[src/rtl/ps2_host_tx.sv]
// PS/2 host-to-device command transmitter. It shares the open-drain clock and data
// lines with the receive path and drives them only through the low-active *_oe outputs.
module ps2_host_tx #(
  parameter int unsigned INHIBIT_CYCLES = 5000,
  parameter int unsigned TIMEOUT_CYCLES = 750000
) (
  input  logic       sys_clk,
  input  logic       rst,
  input  logic [7:0] tx_data,
  input  logic       tx_valid,
  output logic       tx_ready,
  output logic       tx_done,
  output logic       tx_err,
  output logic       busy,
  input  logic       ps2_clk,
  input  logic       ps2_data,
  output logic       ps2_clk_oe,
  output logic       ps2_data_oe
);

  localparam int unsigned IW = (INHIBIT_CYCLES > 1) ? $clog2(INHIBIT_CYCLES) : 1;
  localparam int unsigned TW = $clog2(TIMEOUT_CYCLES + 1);
  localparam logic [IW-1:0] INH_LAST = IW'(INHIBIT_CYCLES - 1);
  localparam logic [TW-1:0] TMO_LAST = TW'(TIMEOUT_CYCLES - 1);

  typedef enum logic [2:0] {
    IDLE, INHIBIT, REQ, DATA, ACK, DONE, ERR
  } state_t;

  state_t        state_q, state_d;
  logic          clk_oe_q, clk_oe_d;
  logic          data_oe_q, data_oe_d;
  logic [8:0]    sh_q, sh_d;
  logic [3:0]    bit_cnt_q, bit_cnt_d;
  logic [IW-1:0] inh_cnt_q, inh_cnt_d;
  logic [TW-1:0] timer_q, timer_d;
  logic          clk_s1_q, clk_s1_d;
  logic          clk_s2_q, clk_s2_d;
  logic          clk_prev_q, clk_prev_d;
  logic          data_s1_q, data_s1_d;
  logic          data_s2_q, data_s2_d;
  logic          fall;

  always_comb begin
    clk_s1_d   = ps2_clk;
    clk_s2_d   = clk_s1_q;
    clk_prev_d = clk_s2_q;
    data_s1_d  = ps2_data;
    data_s2_d  = data_s1_q;
  end

  assign fall = clk_prev_q & ~clk_s2_q;

  always_comb begin
    state_d   = state_q;
    clk_oe_d  = clk_oe_q;
    data_oe_d = data_oe_q;
    sh_d      = sh_q;
    bit_cnt_d = bit_cnt_q;
    inh_cnt_d = inh_cnt_q;
    timer_d   = timer_q;
    unique case (state_q)
      IDLE: begin
        clk_oe_d  = 1'b0;
        data_oe_d = 1'b0;
        if (tx_valid) begin
          sh_d      = {~^tx_data, tx_data};
          clk_oe_d  = 1'b1;
          inh_cnt_d = '0;
          state_d   = INHIBIT;
        end
      end
      INHIBIT: begin
        if (inh_cnt_q == INH_LAST) begin
          clk_oe_d  = 1'b0;
          data_oe_d = 1'b1;
          timer_d   = '0;
          state_d   = REQ;
        end else begin
          inh_cnt_d = inh_cnt_q + 1'b1;
        end
      end
      REQ, DATA, ACK: begin
        // A fall in the same cycle as timeout expiry wins over the timeout.
        if (fall) begin
          timer_d = '0;
          if (state_q == ACK) begin
            state_d = data_s2_q ? ERR : DONE;
          end else if (state_q == DATA && bit_cnt_q == 4'd9) begin
            data_oe_d = 1'b0;
            state_d   = ACK;
          end else begin
            data_oe_d = ~sh_q[0];
            sh_d      = {1'b1, sh_q[8:1]};
            bit_cnt_d = (state_q == REQ) ? 4'd1 : bit_cnt_q + 1'b1;
            state_d   = DATA;
          end
        end else if (timer_q == TMO_LAST) begin
          clk_oe_d  = 1'b0;
          data_oe_d = 1'b0;
          state_d   = ERR;
        end else begin
          timer_d = timer_q + 1'b1;
        end
      end
      DONE: begin
        state_d = IDLE;
      end
      ERR: begin
        clk_oe_d  = 1'b0;
        data_oe_d = 1'b0;
        state_d   = IDLE;
      end
      default: begin
        clk_oe_d  = 1'b0;
        data_oe_d = 1'b0;
        state_d   = IDLE;
      end
    endcase
  end

  always_ff @(posedge sys_clk) begin
    if (rst) begin
      state_q    <= IDLE;
      clk_oe_q   <= 1'b0;
      data_oe_q  <= 1'b0;
      sh_q       <= '0;
      bit_cnt_q  <= '0;
      inh_cnt_q  <= '0;
      timer_q    <= '0;
      clk_s1_q   <= 1'b1;
      clk_s2_q   <= 1'b1;
      clk_prev_q <= 1'b1;
      data_s1_q  <= 1'b1;
      data_s2_q  <= 1'b1;
    end else begin
      state_q    <= state_d;
      clk_oe_q   <= clk_oe_d;
      data_oe_q  <= data_oe_d;
      sh_q       <= sh_d;
      bit_cnt_q  <= bit_cnt_d;
      inh_cnt_q  <= inh_cnt_d;
      timer_q    <= timer_d;
      clk_s1_q   <= clk_s1_d;
      clk_s2_q   <= clk_s2_d;
      clk_prev_q <= clk_prev_d;
      data_s1_q  <= data_s1_d;
      data_s2_q  <= data_s2_d;
    end
  end

  assign tx_ready    = (state_q == IDLE) & ~rst;
  assign busy        = (state_q != IDLE);
  assign tx_done     = (state_q == DONE);
  assign tx_err      = (state_q == ERR);
  assign ps2_clk_oe  = clk_oe_q;
  assign ps2_data_oe = data_oe_q;

endmodule

[config.mk]
export PLATFORM = sky130hd
export DESIGN_NAME = ps2_host_tx
export DESIGN_NICKNAME = d
export VERILOG_FILES = /design/src/rtl/ps2_host_tx.sv
export SDC_FILE = /design/constraint.sdc
export NUM_CORES = 1
export LEC_CHECK = 0
export BUFFER_PORTS_ARGS = -buffer_cell sky130_fd_sc_hd__buf_2
export CAP_MARGIN = 25
export CORE_MARGIN = 3
export CORE_UTILIZATION = 25
export CTS_BUF_LIST = sky130_fd_sc_hd__clkbuf_4
export CTS_CLUSTER_DIAMETER = 80
export DETAILED_ROUTE_END_ITERATION = 6
export GPL_TIMING_DRIVEN = 0
export PLACE_DENSITY = 0.44
export SETUP_SLACK_MARGIN = 0.4
export SLEW_MARGIN = 15
export SYNTH_ARGS = -nofsm -noshare
export SYNTH_HDL_FRONTEND = slang
export SYNTH_SLANG_ARGS = --single-unit
[constraint.sdc]
create_clock -name sys_clk -period 4.5 [get_ports sys_clk]
set_input_delay 0.45 -clock sys_clk [delete_from_list [all_inputs] [get_ports sys_clk]]
set_output_delay 0.45 -clock sys_clk [all_outputs]
set_load 0.02 [all_outputs]
; After elaboration in Yosys (flattened, before gate mapping)
; Index checks and enable logic that the tools add are counted.
[totals]
regBits = 56
in_bits = 13
out_inout_bits = 6
[classes]
n_addsub = 3
eq_ne = 20
mux = 31
bitwise_logic = 8
reduce_logical = 15
[op_table]
columns = op, n
row1 = two-way mux 20 bit, 3
row2 = case mux 20 bit (2 select lines), 1
row3 = two-way mux 9 bit, 4
row4 = two-way mux 13 bit, 2
row5 = case mux 13 bit (2 select lines), 1
row6 = adder 20 x 1 -> 20 bit (second input constant), 1
row7 = == test 20 bit (second input constant), 1
row8 = two-way mux 3 bit, 6
row9 = case mux 9 bit (2 select lines), 1
row10 = != test 2 bit (second input constant), 8
row11 = adder 13 x 1 -> 13 bit (second input constant), 1
row12 = == test 13 bit (second input constant), 1
row13 = AND reduction 4 bit, 3
row14 = == test 3 bit (second input constant), 3
row15 = != test 3 bit (second input constant), 3
row16 = case mux 3 bit (3 select lines), 1
row17 = AND reduction 3 bit, 3
row18 = two-way mux 1 bit, 8
row19 = XNOR reduction 8 bit, 1
row20 = == test 3 x 2 -> 1 bit (second input constant), 2
row21 = NOT 1 bit, 6
row22 = nonzero test 2 bit, 3
row23 = AND reduction 5 bit, 1
row24 = adder 4 x 1 -> 4 bit (second input constant), 1
row25 = 11 further kinds, 12

; Logic depth before layout (Yosys ltp)
; Gate-level depths: netlist of run 1.
[logic_depth]
word_depth = 6
depth_mapped = 8
mapped_depth_nobuf = 7

; Least setup slack after synthesis of run 1
; Ideal clock, no wire load.
[synth_path]
kind = flip-flop to flip-flop
startpoint = reg inh_cnt_q[5]
endpoint = reg state_q[0]
setup_ns = 0.086
arrival_ns = 2.184
t_required_ns = 4.414
slack_ns = 2.229
path_stages_with_launch = 8
n_path_buf = 2
cell_sequence = dfxtp_1 > or4b_1 > or4_4 > buf_6 > and2_4 > buf_6 > a211o_1 > a221oi_2
[synth_via]
elab_chain_cells = 3
[synth_rtl]
columns = element, line
row1 = from (decl), 35  ; logic [IW-1:0] inh_cnt_q, inh_cnt_d;
row2 = from (signal assigned), 142  ; inh_cnt_q <= inh_cnt_d;
row3 = == test 13 bit, 74  ; if (inh_cnt_q == INH_LAST) begin
row4 = != test 2 bit (no line), --
row5 = AND reduction 3 bit (no line), --
row6 = to (signal assigned), 137  ; state_q <= state_d;
row7 = to (decl), 30  ; state_t state_q, state_d;
; Every way passes these cells.
; A chain may end at the register's enable or synchronous reset.

; Final worst setup path of run 1
[layout_path]
startpoint = reg state_q[1]
endpoint = reg sh_q[3]
[layout_via]
elab_chain_cells = 4
word_cells_on_any_way = 13
cone_classes = eq/ne (7) / mux (1) / reduce/logical (5)
[layout_rtl]
columns = element, line
row1 = == test 3 bit (tied with other cells), "62, 87"
row2 = OR reduction 3 bit / logical AND 1 bit (equally long branches), "62, 89"
row3 = != test 2 bit (no line) / nonzero test 2 bit (equally long branches), --
row4 = AND reduction 5 bit (no line), --
row5 = to (signal assigned), 127  ; sh_q <= '0;
row6 = to (signal assigned), 140  ; sh_q <= sh_d;
row7 = to (decl), 33  ; logic [8:0] sh_q, sh_d;
; Several ways; a longest one is shown, not always the timed one.

==> impl_metrics.tcl, run 1 <==
set metrics [dict create \
    status "finished clean" \
    cts_made_buffers 5 \
    clockBufferDepth 2 \
    arrival_ns 3.02 \
    first_pass_iters 4 \
    critPathBufInv 3 \
    max_freq_mhz 372 \
    critPathSlowestCell "nor3_1" \
    gp_congestion 0.835 \
    via_count 2904 \
    hold_viol 0 \
    cp_max_fo 10 \
    synth_most_common_cell "dfxtp_1" \
    wl_per_cell_um 14.7 \
    yosysTopAreaCellShare_pct 35.9 \
    cts_root_buffer "clkbuf_4" \
    yosysUniqueCellTypes 63 \
    netlist_top_cells_area "dfxtp_1 36%, nor2_1 4.4%, nand4_1 3.4%" \
    yosys.area.top_type "dfxtp_1" \
    start_kind "flip-flop" \
    clk_latency_ns 0.42 \
    die_x_um 118 \
    nets 424 \
    grt_max_degree 19 \
    whs_ns 0.211 \
    syn_inst 382 \
    avgSynthCellArea_um2 8.18 \
    drv_cap 0 \
    timing.critical_path.mode_cell "clkbuf_1" \
    place_ws_ns 1.90 \
    track_usage_pct 12.4 \
    htree_levels 2 \
    ys.flop_type "dfxtp_1" \
    antenna_found_initial 1 \
    leakage_nw 1.17 \
    maxSlewViolCount 0 \
    setup_viol 0 \
    synthTopCellsByCount "56 x dfxtp_1, 37 x nor2_1, 27 x nand2_1, 22 x clkbuf_1, 20 x nand3_1" \
    routed_via_density 5.03 \
    cts_resized 0 \
    grt_pass1_vias 2803 \
    port_buffers 18 \
    start_util_pct 25.8 \
    fin_skew_ns 0.0328 \
    fin_setup_tns_ns 0 \
    layout_min_cycle_time_ns 2.69 \
    cts_tree "yes" \
    synthArstFlopShare_pct 0 \
    coreArea_mm2 0.0121 \
    final_antenna_net_count 0 \
    drive_above_1_share_pct 12.5 \
    cts_hold_buf 0 \
    detailed_place_hpwl_um 6200 \
    placed_area_mm2 0.00342 \
    nFillCells 1364 \
    cts_setup_buffers 0 \
    rsz0062_at_grt "false" \
    drt_iter0_markers 181 \
    synth.cell_area_mm2 0.00312 \
    fin_area_mm2 0.00349 \
    clkTransAtPathRegs_ns 0.20 \
    finalCritPeriodShare_pct 59.8 \
    critical_path_required_ns 4.83 \
    cpPeakStageDelay_ns 0.78 \
    crit_type "reg -> reg" \
    drc 0 \
    synth_edf_count 0 \
    die_h_um 118 \
    dieArea_mm2 0.0139 \
    endpoint_kind "flip-flop" \
    p_total_w 0.00163 \
    fin_ws_ns 1.81 \
    synth_fp_nets 399 \
    path_cells "clkbuf_1, nor2b_1, clkbuf_1, o21a_1, nor3_1, clkbuf_1, nor2_1, a211oi_1" \
    clock_sinks 56 \
    synth-seq-area-share_pct 35.9 \
    syn2layout_area_growth_pct 11.6 \
    max_slew_margin_pct 36.3 \
    powerDensity_mw_per_mm2 466 \
    ios 19 \
    hp-class "in -> reg" \
    peakVddDrop_mv 0.192 \
    wirelength_um 8500 \
    ys_warn_count 0 \
    grt_pass1_wl_um 14200 \
    critPathTopFamily "simple AND/OR/NAND/NOR gates" \
    ys_ff_latch 56 \
    tightest_slew_ns 0.948 \
    grt_overflow 0 \
    fp-row-count 40 \
]
[metal layers]
metal,vias to the layer above,part of all wire (%),routed length [um],global-route usage (%)
li1,1481,-,-,-
met1,1370,51,4310,17.1
met2,45,45,3800,19.7
met3,8,3.1,267,1.97
met4,0,1.5,127,4.40
met5,-,0,0,0
[cells by family (layout without fill, tap and decap cells)]
| kind of cell | Yosys count | in the layout | synth area share, % |
|---|---|---|---|
| muxes | 10 | 10 | 3.20 |
| xor gates and xnor gates | 13 | 13 | 3.64 |
| adders and majority gates | 4 | 4 | 1.60 |
| other | 0 | 1 | 0 |
| AOI/OAI and AO/OA | 92 | 92 | 20.8 |
| buffers and inverters | 35 | 61 | 4.73 |
| and+or+nand+nor | 172 | 172 | 30.2 |
| DFF | 56 | 56 | 35.9 |
[through the flow]
step / utilization (%) / cells
after floorplan: - / 382
after global placement: 28.3 / 568
after detailed placement: 28.3 / 568
after CTS: 28.8 / 576
after global routing: 28.8 / 577
final: 28.8 / 577
[worst paths after layout]
kind | slack (ns) | to | depth (start not counted) | from
worst max-delay path | 1.81 | sh_q[3] | 8 | state_q[1]
worst min-delay path | 0.21 | clk_s1_q | 2 | ps2_clk
worst max register to register | 1.81 | sh_q[3] | 8 | state_q[1]
worst min register to register | 0.43 | data_s2_q | 1 | data_s1_q
[layout by cell type, fill, tap and decap left out, types with 3 or more instances in the layout]
master	instances
a211oi_1	12
and4b_1	3
nand2b_1	3
nor2b_1	5
a31oi_1	9
or4_1	5
a311oi_1	5
clkbuf_4	5
nor3_1	10
a21oi_1	18
or2_2	7
nor2_1	37
nand4b_1	3
dfxtp_1	56
nand3_1	20
clkbuf_1	22
xor2_1	5
or3_1	4
o211ai_1	6
ha_1	4
inv_1	9
and3_1	6
nor4_1	8
xnor2_1	8
mux2i_1	10
buf_2	19
nand2_1	27
nand4_1	17
o21ai_0	15
[final cells by class]
| class | instances | area [um2] | share of cell area (%) |
|---|---|---|---|
| Clock inverter | 3 | 22.5 | 0.646 |
| Clock buffer | 5 | 37.5 | 1.08 |
| Multi-Input combinational cell | 291 | 1860 | 53.2 |
| Buffer | 26 | 114 | 3.27 |
| Tap cell | 168 | 210 | 6.03 |
| Sequential cell | 56 | 1120 | 32.1 |
| Antenna cell | 1 | 2.50 | 0.0718 |
| Timing Repair Buffer | 18 | 90.1 | 2.58 |
| Inverter | 9 | 33.8 | 0.969 |
[report_power, final]
group / leakage, nW / total (W) / internal [W] / switching (W)
clock network: 0.0356 / 0.000247 / 0.0000635 / 0.000183
logic: 0.683 / 0.000787 / 0.000265 / 0.000523
registers: 0.455 / 0.000591 / 0.000555 / 0.0000360
[worst reg2reg max path, cell delays in order, from the launching register on]
cell	delay, ns
dfxtp_1	0.34
clkbuf_1	0.16
nor2b_1	0.16
clkbuf_1	0.17
o21a_1	0.25
nor3_1	0.78
clkbuf_1	0.44
nor2_1	0.09
a211oi_1	0.22
[registers in the layout, summed over array words and instances, names as in the netlist]
name         flops
bit_cnt_q        4
clk_prev_d       1
clk_prev_q       1
clk_s1_q         1
data_s1_q        1
data_s2_q        1
inh_cnt_q       13
ps2_clk_oe       1
ps2_data_oe      1
sh_q             9
state_q          3
timer_q         20
Note: power is estimated with default switching activity, not from simulation.
==> run 2: changes to the inputs <==
PLACE_DENSITY = 0.45   (was 0.44)
clock period = 2.15 ns   (was 4.5 ns; I/O delays follow)
==> run 2 against run 1 <==
Net effect:
- the run now ends with setup timing left
- global-route usage is 1.1 points higher
- via count grew 6.1%
- sequential share of layout area decreased by 4.2 points
- critical endpoint is now state_q[0]
- final cell count increased by 4.0%
- worst setup slack worse by 1.9 ns
- largest cell class unchanged
- first-iteration DRC count is 4.4% higher
- largest power group unchanged
- flip-flop and latch count is the same
- maximum frequency rose by 21%
- utilization is 4.8 points higher
- routed wire length increased by 7.2%
==> impl_metrics.tcl, run 2 (synthesized netlist as in run 1, its figures left out) <==
set metrics [dict create \
    antenna_found_initial 1 \
    finalCritPeriodShare_pct 103 \
    powerDensity_mw_per_mm2 1010 \
    grt_pass1_vias 2924 \
    ios 19 \
    setup_viol 17 \
    largest_reg_flops 20 \
    crit_type "reg -> reg" \
    clockBufferDepth 2 \
    critPathTopFamily "simple AND/OR/NAND/NOR gates" \
    violations "setup timing" \
    reg_top3 "timer_q (20), inh_cnt_q (13), sh_q (9)" \
    wl_met2_um 4170 \
    critPathBufInv 2 \
    post-place-cells 568 \
    port_buffers 18 \
    routed_via_density 5.14 \
    first_pass_iters 5 \
    gp_congestion 0.787 \
    nets 447 \
    drv_cap 0 \
    drive_above_1_share_pct 30.9 \
    met1_length_um 4380 \
    max_slew_margin_pct 59.2 \
    fp-row-count 40 \
    cts_tree "yes" \
    met3_length_um 401 \
    clk_latency_ns 0.43 \
    placed_area_mm2 0.00346 \
    hold_viol 0 \
    maxSlewViolCount 0 \
    fin_setup_tns_ns -0.496 \
    grt_pass1_wl_um 15200 \
    drc 0 \
    clkTransAtPathRegs_ns 0.19 \
    layout_min_cycle_time_ns 2.22 \
    htree_levels 2 \
    cts_made_buffers 5 \
    leakage_nw 1.42 \
    fin_ws_ns -0.0659 \
    nFillCells 1312 \
    crit_start "inh_cnt_q[5]" \
    dieArea_mm2 0.0139 \
    timing.rr.end "state_q[0]" \
    arrival_ns 2.59 \
    fin_area_mm2 0.00407 \
    max_freq_mhz 451 \
    die_h_um 118 \
    drt_iter0_markers 189 \
    tightest_slew_ns 0.611 \
    start_kind "flip-flop" \
    start_util_pct 25.8 \
    fin_skew_ns 0.00947 \
    track_usage_pct 13.5 \
    hold_depth 3 \
    via_count 3082 \
    clock_sinks 56 \
    mostFrequentLayoutCells "43 x dfxtp_1, 36 x nor2_1, 25 x nand2_1" \
    cpPeakStageDelay_ns 0.52 \
    place_ws_ns -0.311 \
    endpoint_kind "flip-flop" \
    critical_path_required_ns 2.52 \
    fin_cells 600 \
    path_cells "or4b_4, or4_4, buf_8, and2_4, buf_6, a211o_1, a221oi_2" \
    reg2reg_depth 7 \
    final_antenna_net_count 0 \
    peakVddDrop_mv 0.342 \
    detailed_place_hpwl_um 6150 \
    final_common_cell "dfxtp_1" \
    cp_max_fo 5 \
    coreArea_mm2 0.0121 \
    grt_overflow 0 \
    die_x_um 118 \
    cts_root_buffer "clkbuf_4" \
    syn2layout_area_growth_pct 30.3 \
    largest-register "timer_q" \
    hold_end "sh_q[7]" \
    status "finished, violations left" \
    grt_max_degree 20 \
    hp-class "in -> reg" \
    wirelength_um 9110 \
    rsz0062_at_grt "true" \
    rrSetupSlack_ns -0.07 \
    wl_per_cell_um 15.2 \
    top_layer "met4" \
    reg2reg_from "inh_cnt_q[5]" \
    hp-start "tx_data[7]" \
    critPathSlowestCell "or4b_4" \
]
[run 2: area by class of cell]
class                           instances  area, um2  share of cell area, %
Antenna cell                            1       2.50                 0.0615
Buffer                                 26        219                   5.38
Clock buffer                            5       37.5                  0.922
Clock inverter                          3       26.3                  0.645
Inverter                                9       37.5                  0.922
Multi-Input combinational cell        291       2090                   51.4
Sequential cell                        56       1140                   27.9
Tap cell                              168        210                   5.16
Timing Repair Buffer                   41        307                   7.53
[run 2: how the worst max path moves through the flow]
stage          cells past startpoint             to
3_5_place_dp                       8    timer_q[18]
3_3_place_gp                       7  inh_cnt_q[11]
2_1_floorplan                      7     state_q[0]
6_report                           7     state_q[0]
4_1_cts                            7     state_q[0]
5_1_grt                            7     state_q[0]
[run 2: timing repair]
item / in CTS / in global routing
pin swaps: 19 / 13
gates resized for setup: 77 / 24
buffers inserted: 13 / 5
endpoints found under the setup margin: 54 / 53
endpoints found under the hold margin: 2 / 0
hold buffers: 2 / 0
gates cloned: 3 / 0
[run 2: power breakdown]
group,switching [W],internal (W)
Sequential,0.0000918,0.00117
Combinational,0.00130,0.00101
Clock,0.000405,0.000139
Total,0.00180,0.00232
[run 2: routing by layer]
layer,vias up,track usage (%)
met4,0,5.42
li1,1526,-
met5,-,0
met2,70,20.9
met3,12,2.79
met1,1474,18.3
[run 2: worst register-to-register path, stage by stage (launching register included)]
cell,delay (ns)
dfxtp_2,0.36
or4b_4,0.52
or4_4,0.43
buf_8,0.15
and2_4,0.13
buf_6,0.12
a211o_1,0.25
a221oi_2,0.20
[run 2: through the flow]
stage          hold WS, ns  total power, W  utilization [%]
2_1_floorplan        0.319         0.00251                -
3_5_place_dp         0.395         0.00296             28.5
3_3_place_gp         0.395         0.00295             28.5
4_1_cts             0.0852         0.00404             32.7
5_1_grt             0.0846         0.00440             33.6
6_report             0.119         0.00411             33.6
